File: config.mk
export PLATFORM = sky130hd
export DESIGN_NAME = sprite_ram_loader
export DESIGN_NICKNAME = d
export VERILOG_FILES = /design/src/rtl/sprite_ram_loader_pkg.sv /design/src/rtl/sprite_ram_loader.sv
export SDC_FILE = /design/constraint.sdc
export NUM_CORES = 1
export LEC_CHECK = 0
export BUFFER_PORTS_ARGS = -buffer_cell sky130_fd_sc_hd__clkbuf_2
export CAP_MARGIN = 40
export CORE_MARGIN = 3
export CORE_UTILIZATION = 45
export CTS_CLUSTER_SIZE = 16
export DETAILED_ROUTE_END_ITERATION = 12
export PLACE_DENSITY = 0.65
export SLEW_MARGIN = 20
export SYNTH_ARGS = -nofsm -noshare
export SYNTH_HDL_FRONTEND = slang
export SYNTH_SLANG_ARGS = --single-unit
File: constraint.sdc
create_clock -name clk -period 2.3 [get_ports clk]
set_input_delay 0.23 -clock clk [delete_from_list [all_inputs] [get_ports clk]]
set_output_delay 0.23 -clock clk [all_outputs]
set_load 0.05 [all_outputs]
File: src/rtl/sprite_ram_loader_pkg.sv
// Shared sprite definitions: loader FSM states, sprite geometry and the 2-bit palette code.
// The sprite source imports this package too, so the palette code type is defined only here.
package sprite_ram_loader_pkg;

  typedef enum logic [1:0] {
    ST_IDLE  = 2'd0,
    ST_SHIFT = 2'd1,
    ST_FILL  = 2'd2
  } loader_state_t;

  localparam int PIX_PER_WORD  = 16;
  localparam int SPRITE_PIXELS = 256;

  typedef logic [1:0] pal_code_t;

endpackage

File: src/rtl/sprite_ram_loader.sv
// Unpacks 32-bit words into 2-bit pixel writes and fills whole 256-pixel sprite slots.
// One pixel write per clock. A fill request that arrives while busy is queued and runs at the next word boundary.
module sprite_ram_loader
  import sprite_ram_loader_pkg::*;
#(
  parameter int ADDR = 10,
  parameter int WORD = 32
) (
  input  logic            clk,
  input  logic            reset_n,
  input  logic            wr_valid,
  output logic            wr_ready,
  input  logic [ADDR-5:0] wr_addr,
  input  logic [WORD-1:0] wr_data,
  input  logic            clr_req,
  input  logic [ADDR-9:0] clr_sid,
  input  pal_code_t       clr_code,
  output logic            we,
  output logic [ADDR-1:0] addr_w,
  output pal_code_t       pixel_in,
  output logic            busy,
  output logic            done
);

  localparam logic [3:0] WORD_LAST = 4'(PIX_PER_WORD - 1);
  localparam logic [7:0] FILL_LAST = 8'(SPRITE_PIXELS - 1);

  loader_state_t   state_reg;
  logic [7:0]      cnt_reg;
  logic [WORD-1:0] hold_reg;
  logic [ADDR-5:0] word_addr_reg;
  logic [ADDR-9:0] fill_sid_reg;
  pal_code_t       fill_code_reg;
  logic            pend_reg;
  logic [ADDR-9:0] pend_sid_reg;
  pal_code_t       pend_code_reg;

  logic            start_fill;
  logic            load_word;
  logic            advance;
  logic            finish;
  logic [ADDR-9:0] sid_sel;
  pal_code_t       code_sel;

  assign wr_ready = (state_reg == ST_IDLE && !clr_req) ||
                    (state_reg == ST_SHIFT && cnt_reg[3:0] == WORD_LAST && !pend_reg);

  // A request arriving this very cycle is newer than the queued one, so it wins.
  assign sid_sel  = clr_req ? clr_sid  : pend_sid_reg;
  assign code_sel = clr_req ? clr_code : pend_code_reg;

  always_comb begin
    start_fill = 1'b0;
    load_word  = 1'b0;
    advance    = 1'b0;
    finish     = 1'b0;
    case (state_reg)
      ST_IDLE: begin
        start_fill = clr_req;
        load_word  = !clr_req && wr_valid;
      end
      ST_SHIFT: begin
        if (cnt_reg[3:0] == WORD_LAST) begin
          finish     = 1'b1;
          start_fill = pend_reg || (clr_req && !wr_valid);
          load_word  = !pend_reg && wr_valid;
        end else begin
          advance = 1'b1;
        end
      end
      ST_FILL: begin
        if (cnt_reg == FILL_LAST) begin
          finish     = 1'b1;
          start_fill = pend_reg || clr_req;
        end else begin
          advance = 1'b1;
        end
      end
      default: ;
    endcase
  end

  always_ff @(posedge clk or negedge reset_n) begin
    if (!reset_n) begin
      state_reg     <= ST_IDLE;
      cnt_reg       <= '0;
      hold_reg      <= '0;
      word_addr_reg <= '0;
      fill_sid_reg  <= '0;
      fill_code_reg <= '0;
      pend_reg      <= 1'b0;
      pend_sid_reg  <= '0;
      pend_code_reg <= '0;
      we            <= 1'b0;
      addr_w        <= '0;
      pixel_in      <= '0;
      busy          <= 1'b0;
      done          <= 1'b0;
    end else begin
      done <= finish;

      if (start_fill) begin
        pend_reg <= 1'b0;
      end else if (clr_req && state_reg != ST_IDLE) begin
        pend_reg      <= 1'b1;
        pend_sid_reg  <= clr_sid;
        pend_code_reg <= clr_code;
      end

      if (start_fill) begin
        state_reg     <= ST_FILL;
        cnt_reg       <= '0;
        fill_sid_reg  <= sid_sel;
        fill_code_reg <= code_sel;
        we            <= 1'b1;
        addr_w        <= {sid_sel, 8'h00};
        pixel_in      <= code_sel;
        busy          <= 1'b1;
      end else if (load_word) begin
        // Pixel 0 goes straight to the outputs; the remaining pixels wait in hold_reg.
        state_reg     <= ST_SHIFT;
        cnt_reg       <= '0;
        word_addr_reg <= wr_addr;
        hold_reg      <= {2'b00, wr_data[WORD-1:2]};
        we            <= 1'b1;
        addr_w        <= {wr_addr, 4'h0};
        pixel_in      <= wr_data[1:0];
        busy          <= 1'b1;
      end else if (advance) begin
        cnt_reg <= cnt_reg + 8'd1;
        we      <= 1'b1;
        if (state_reg == ST_SHIFT) begin
          addr_w   <= {word_addr_reg, cnt_reg[3:0] + 4'd1};
          pixel_in <= hold_reg[1:0];
          hold_reg <= {2'b00, hold_reg[WORD-1:2]};
        end else begin
          addr_w   <= {fill_sid_reg, cnt_reg + 8'd1};
          pixel_in <= fill_code_reg;
        end
      end else begin
        state_reg <= ST_IDLE;
        cnt_reg   <= '0;
        we        <= 1'b0;
        busy      <= 1'b0;
      end
    end
  end

endmodule

Word-level counts from Yosys, hierarchy flattened
Index checks and enable logic that the tools add are counted.
W data, S select, Z words.
{ "word_totals": {"register_bits": 72, "latchBits": 0, "ram_bits": 0, "rom_bits": 0, "elab_cells": 82, "memories": 0} }
{ "classes": {"n_addsub": 2, "mul": 0, "n_div": 0, "order_cmp": 0, "n_eq_ne": 5, "shift": 0, "mux": 38, "bitwise": 1, "reduce_logical": 22} }
{ "op_table": {"columns": ["cell", "count"], "rows": [
  ["$mux W32", 3],
  ["$mux W10", 4],
  ["$mux W8", 3],
  ["$mux W2", 9],
  ["$mux W1", 15],
  ["$add A8 B1 Y8 const B", 1],
  ["$eq A8 B8 Y1 const B", 1],
  ["$reduce_bool A2 Y1", 4],
  ["$logic_and A1 B1 Y1", 7],
  ["$pmux W1 S2", 3],
  ["$add A4 B1 Y4 const B", 1],
  ["$eq A4 B4 Y1 const B", 1],
  ["$reduce_and A2 Y1", 2],
  ["$logic_not A1 Y1", 3],
  ["$logic_or A1 B1 Y1", 3],
  ["$ne A3 B3 Y1 const B", 1],
  ["$pmux W1 S3", 1],
  ["$reduce_and A3 Y1", 1],
  ["$reduce_bool A3 Y1", 1],
  ["$eq A2 B1 Y1 const B", 1],
  ["$eq A2 B2 Y1 const B", 1],
  ["$logic_not A2 Y1", 1],
  ["$not A1 Y1", 1]
]} }

Logic depth before layout (Yosys ltp)
{ "depth": {"word_depth": 7, "depth_mapped": 9, "ltp_nobuf": 7} }

Worst setup path after synthesis
Ideal clock, no wire load.
{ "synth_path": {"kind": "reg-to-reg", "from": "register cnt_reg[0]", "to": "register hold_reg[10]", "setup_ps": 79, "arrival_time_ps": 2382, "required_ps": 2221, "slack_ps": -162, "path_stages_with_launch": 8, "n_path_buf": 1, "period_less_slack_ps": 2462, "path_cell_list": "dfrtp_1 ha_1 nand3_1 o22ai_1 and2_1 o21a_2 buf_2 a2bb2oi_1"} }
{ "synth_between": {"elab_chain_cells": 5} }
{ "synth_rtl": {"columns": ["item", "line_no", "rtl"], "rows": [
  ["start: declaration", "sprite_ram_loader.sv:29", "logic [7:0] cnt_reg;"],
  ["start signal: assignment", "sprite_ram_loader.sv:130", "cnt_reg <= cnt_reg + 8'd1;"],
  ["$eq A8 B8 Y1 or $eq A4 B4 Y1 (tied branches)", "sprite_ram_loader.sv:72, sprite_ram_loader.sv:63", null],
  ["$mux W1 (on tied branches)", "sprite_ram_loader.sv:72, sprite_ram_loader.sv:63", null],
  ["$pmux W1 S2 or $pmux W1 S3 (tied branches)", "sprite_ram_loader.sv:57", "case (state_reg)"],
  ["$reduce_bool A2 Y1 (no line) or $not A1 Y1 (tied branches)", null, null],
  ["$reduce_and A3 Y1 (no line)", null, null],
  ["end signal: assignment", "sprite_ram_loader.sv:124", "hold_reg <= {2'b00, wr_data[WORD-1:2]};"],
  ["end signal: assignment", "sprite_ram_loader.sv:135", "hold_reg <= {2'b00, hold_reg[WORD-1:2]};"],
  ["end: declaration", "sprite_ram_loader.sv:30", "logic [WORD-1:0] hold_reg;"]
]} }
Parallel ways exist; a longest one is shown, timed or not.
A chain may end at the register's enable or synchronous reset.

Worst setup path after layout
{ "layout_path": {"from": "register state_reg[0]", "to": "register pend_code_reg[1]"} }
{ "layout_between": {"elab_chain_cells": 4} }
{ "layout_rtl": {"columns": ["item", "line_no", "rtl"], "rows": [
  ["start: declaration", "sprite_ram_loader.sv:28", "loader_state_t state_reg;"],
  ["start signal: assignment", "sprite_ram_loader.sv:85", "state_reg <= ST_IDLE;"],
  ["start signal: assignment", "sprite_ram_loader.sv:111", "state_reg <= ST_FILL;"],
  ["start signal: assignment", "sprite_ram_loader.sv:121", "state_reg <= ST_SHIFT;"],
  ["$eq A2 B2 Y1, or another cell as far along", "sprite_ram_loader.sv:57", null],
  ["$pmux W1 S3", "sprite_ram_loader.sv:57", null],
  ["$not A1 Y1 (no line)", null, null],
  ["$reduce_and A2 Y1 (no line) *", null, null],
  ["end signal: assignment", "sprite_ram_loader.sv:107", "pend_code_reg <= clr_code;"],
  ["end: declaration", "sprite_ram_loader.sv:36", "pal_code_t pend_code_reg;"]
]} }
Every way passes the cells marked *; elsewhere a longest branch is shown, timed or not.

==> run metrics <==
status finished clean; DP Cell Count 450; max reg flops 30; drt drc 0; CP arrival 2.42 ns; clk buf depth 2; Cell Chain, Critical Path inv_1 > ha_4 > nand2_1 > a21boi_1 > a221o_1 > buf_4 > nand2_2 > mux2_2; die area 8420 sq um; Worst Path Required 2.53 ns; cell taking the most area after synthesis dfrtp_1; pre-CTS setup slack 0.0659 ns; relative slew slack 58.1%; PwrDens approximately 1200 nW/um^2; crit-path max cell delay 0.44 ns; initial DRC count 110; largest net degree at the start of global routing 45; ys flop type dfrtp_1; largest cells by area after synthesis dfrtp_1, a2bb2oi_1, o22ai_1; Port Buffers approximately 60; CTS Buf Count 9; reg2reg path depth 8; core area 6940 sq um; synth unique cells 45; layout cells sized above 1 32.3%; worst path bufs/invs 2; htree depth 3; syn avg cell area between 10 and 15 sq um; multi-input logic area around 1400 sq um; hold path cells 3; wire per inst about 16 um; register area share after synthesis 52.9%; Post-synth EDFFs 0; area growth from synthesis to layout 21.7%; period utilisation layout 94.9%; initial antenna violation count 0; #FFs+latches synth 70; total grt overflow 0; Synth Warn # 0; peak supply drop 0.612 mV; Post-DP HPWL 5130 um; leakage around 1.8 nW; die width 91.8 um; Clk Latency, worst-skew pair 0.35 ns; Die Ht 91.8 um; Final ANT Viol Nets 0; Final Hold Viols 0; Rows 30; Pre-antenna DRT Iters 4; register area 1750 sq um; worst-path maximum fanout 5; Initial Util 47.7%; total wire length around 7500 um; WS Path Type flop to flop; most frequent cells in the layout dfrtp_1, clkbuf_2, o22ai_1; post-route setup slack 0.118 ns; top cell type's share of synthesized area between 50% and 60%; Worst Tran Pin Value 0.628 ns; Finished Layout Cells about 470; min cycle time layout roughly 2.2 ns; root buffer cell clkbuf_8; Max stage delay cell, worst path dfrtp_1; asr flop ratio synth 100%; Vias per Instance 5.46; cell area after synthesis 3310 sq um; setup_tns 0 ns; diode count 0; first-pass GRT wire length 13,000 um; Filler cells 612; vias approximately 2,600; routability cong. 0.793; Ports 62; Post-Synthesis Cells 300; max-slew violation count 0; Critical Path Start Type flop; vias in the first global route between 2,000 and 3,000; Total GRT Usage roughly 20%; Largest delay share family, worst path compound AO/OA/AOI/OAI gates; Post-Route Skew 0.0156 ns; Max Freq 458 MHz; setup violators final 0; endpoint class of the critical path flop; Worst-path clk slew 0.08 ns; synthesized netlist net count approximately 350; WP depth 8; CTS sink count 70; max_cap viols 0; Final Net Count 418; most common cell after layout, fill and taps aside dfrtp_1; Hold Path Class primary input to flop; CTS tree done
-- synthesized netlist by cell type, drive strengths merged, types with 2 or more instances --
cell,number
o21ai,5
nand2b,2
nand2,21
dfrtp,70
nand3,6
o22ai,32
a211o,3
inv,10
xnor2,4
ha,5
a211oi,10
nor2b,5
clkbuf,3
a21oi,9
a31oi,4
mux2i,4
a2bb2oi,27
mux2,10
nor2,27
nor3,8
xor2,2
buf,17
-- area by class of cell --
| class | count | area share, % |
|---|---|---|
| repair buffers | 76 | 11.6 |
| clock inverters | 5 | 2.02 |
| multi-input cells | 200 | 35.3 |
| inverters | 10 | 0.932 |
| flip-flops and latches | 70 | 43.5 |
| clock buffers | 11 | 3.76 |
| well taps | 96 | 2.98 |
-- timing repair --
action	4_1_cts	5_1_grt
setup endpoints to repair	0	52
hold endpoints to repair	26	0
buffers inserted	0	1
hold buffers	1	0
gates resized for setup	0	13
-- metal layers --
layer	wire length, um	up-vias	GRT usage (%)
met5	0	-	0
met4	100	0	5.69
met3	348	10	6.40
met2	3590	66	30.4
met1	3430	1239	26.0
li1	-	1240	-
-- where the power goes --
group	internal, W	total [W]	switching, W
Clock	0.000669	0.00114	0.000466
Combinational	0.000752	0.00177	0.00102
Sequential	0.00172	0.00200	0.000280
-- worst register-to-register path: stages, from the launching register on --
cell      delay (ns)
dfrtp_1         0.44
inv_1           0.14
ha_4            0.17
nand2_1         0.09
a21boi_1        0.15
a221o_1         0.44
buf_4           0.21
nand2_2         0.10
mux2_2          0.34
-- path summary, 6_finish.rpt --
| path | to | slack, ns | start |
|---|---|---|---|
| worst max-delay path | pend_code_reg[1]$_DFFE_PN0P_ | 0.12 | state_reg[0]$_DFFE_PN0P_ |
| worst min-delay path | hold_reg[29]$_DFFE_PN0P_ | 0.09 | wr_data[31] |
| worst max register to register | pend_code_reg[1]$_DFFE_PN0P_ | 0.12 | state_reg[0]$_DFFE_PN0P_ |
| worst min register to register | busy$_DFFE_PN0P_ | 0.48 | busy$_DFFE_PN0P_ |
| max in group asynchronous | hold_reg[11]$_DFFE_PN0P_ | 1.21 | reset_n |
| min in group asynchronous | word_addr_reg[1]$_DFFE_PN0P_ | 0.44 | reset_n |
-- stage by stage --
step / utilization (%) / area [sq um] / hold slack (ns) / power, W
2_1_floorplan: - / 3320 / -0.0656 / 0.00330
3_3_place_gp: 53.7 / 3730 / 0.289 / 0.00372
3_5_place_dp: 53.7 / 3730 / 0.286 / 0.00375
4_1_cts: 57.2 / 3970 / 0.0810 / 0.00491
5_1_grt: 58.0 / 4030 / 0.0879 / 0.00522
6_report: 58.0 / 4030 / 0.0923 / 0.00491
-- cells by family after synthesis --
logic type               Yosys count  synth area share (%)
XOR/XNOR                           6                  1.59
AO/OA/AOI/OAI                     99                  22.6
AND/OR/NAND/NOR                   76                  10.8
buffers and inverters             30                  5.63
multiplexers                      14                  4.61
adder cells (fa/ha/maj)            5                  1.89
flip-flops                        70                  52.9
Note: power is estimated with default switching activity, not from simulation.
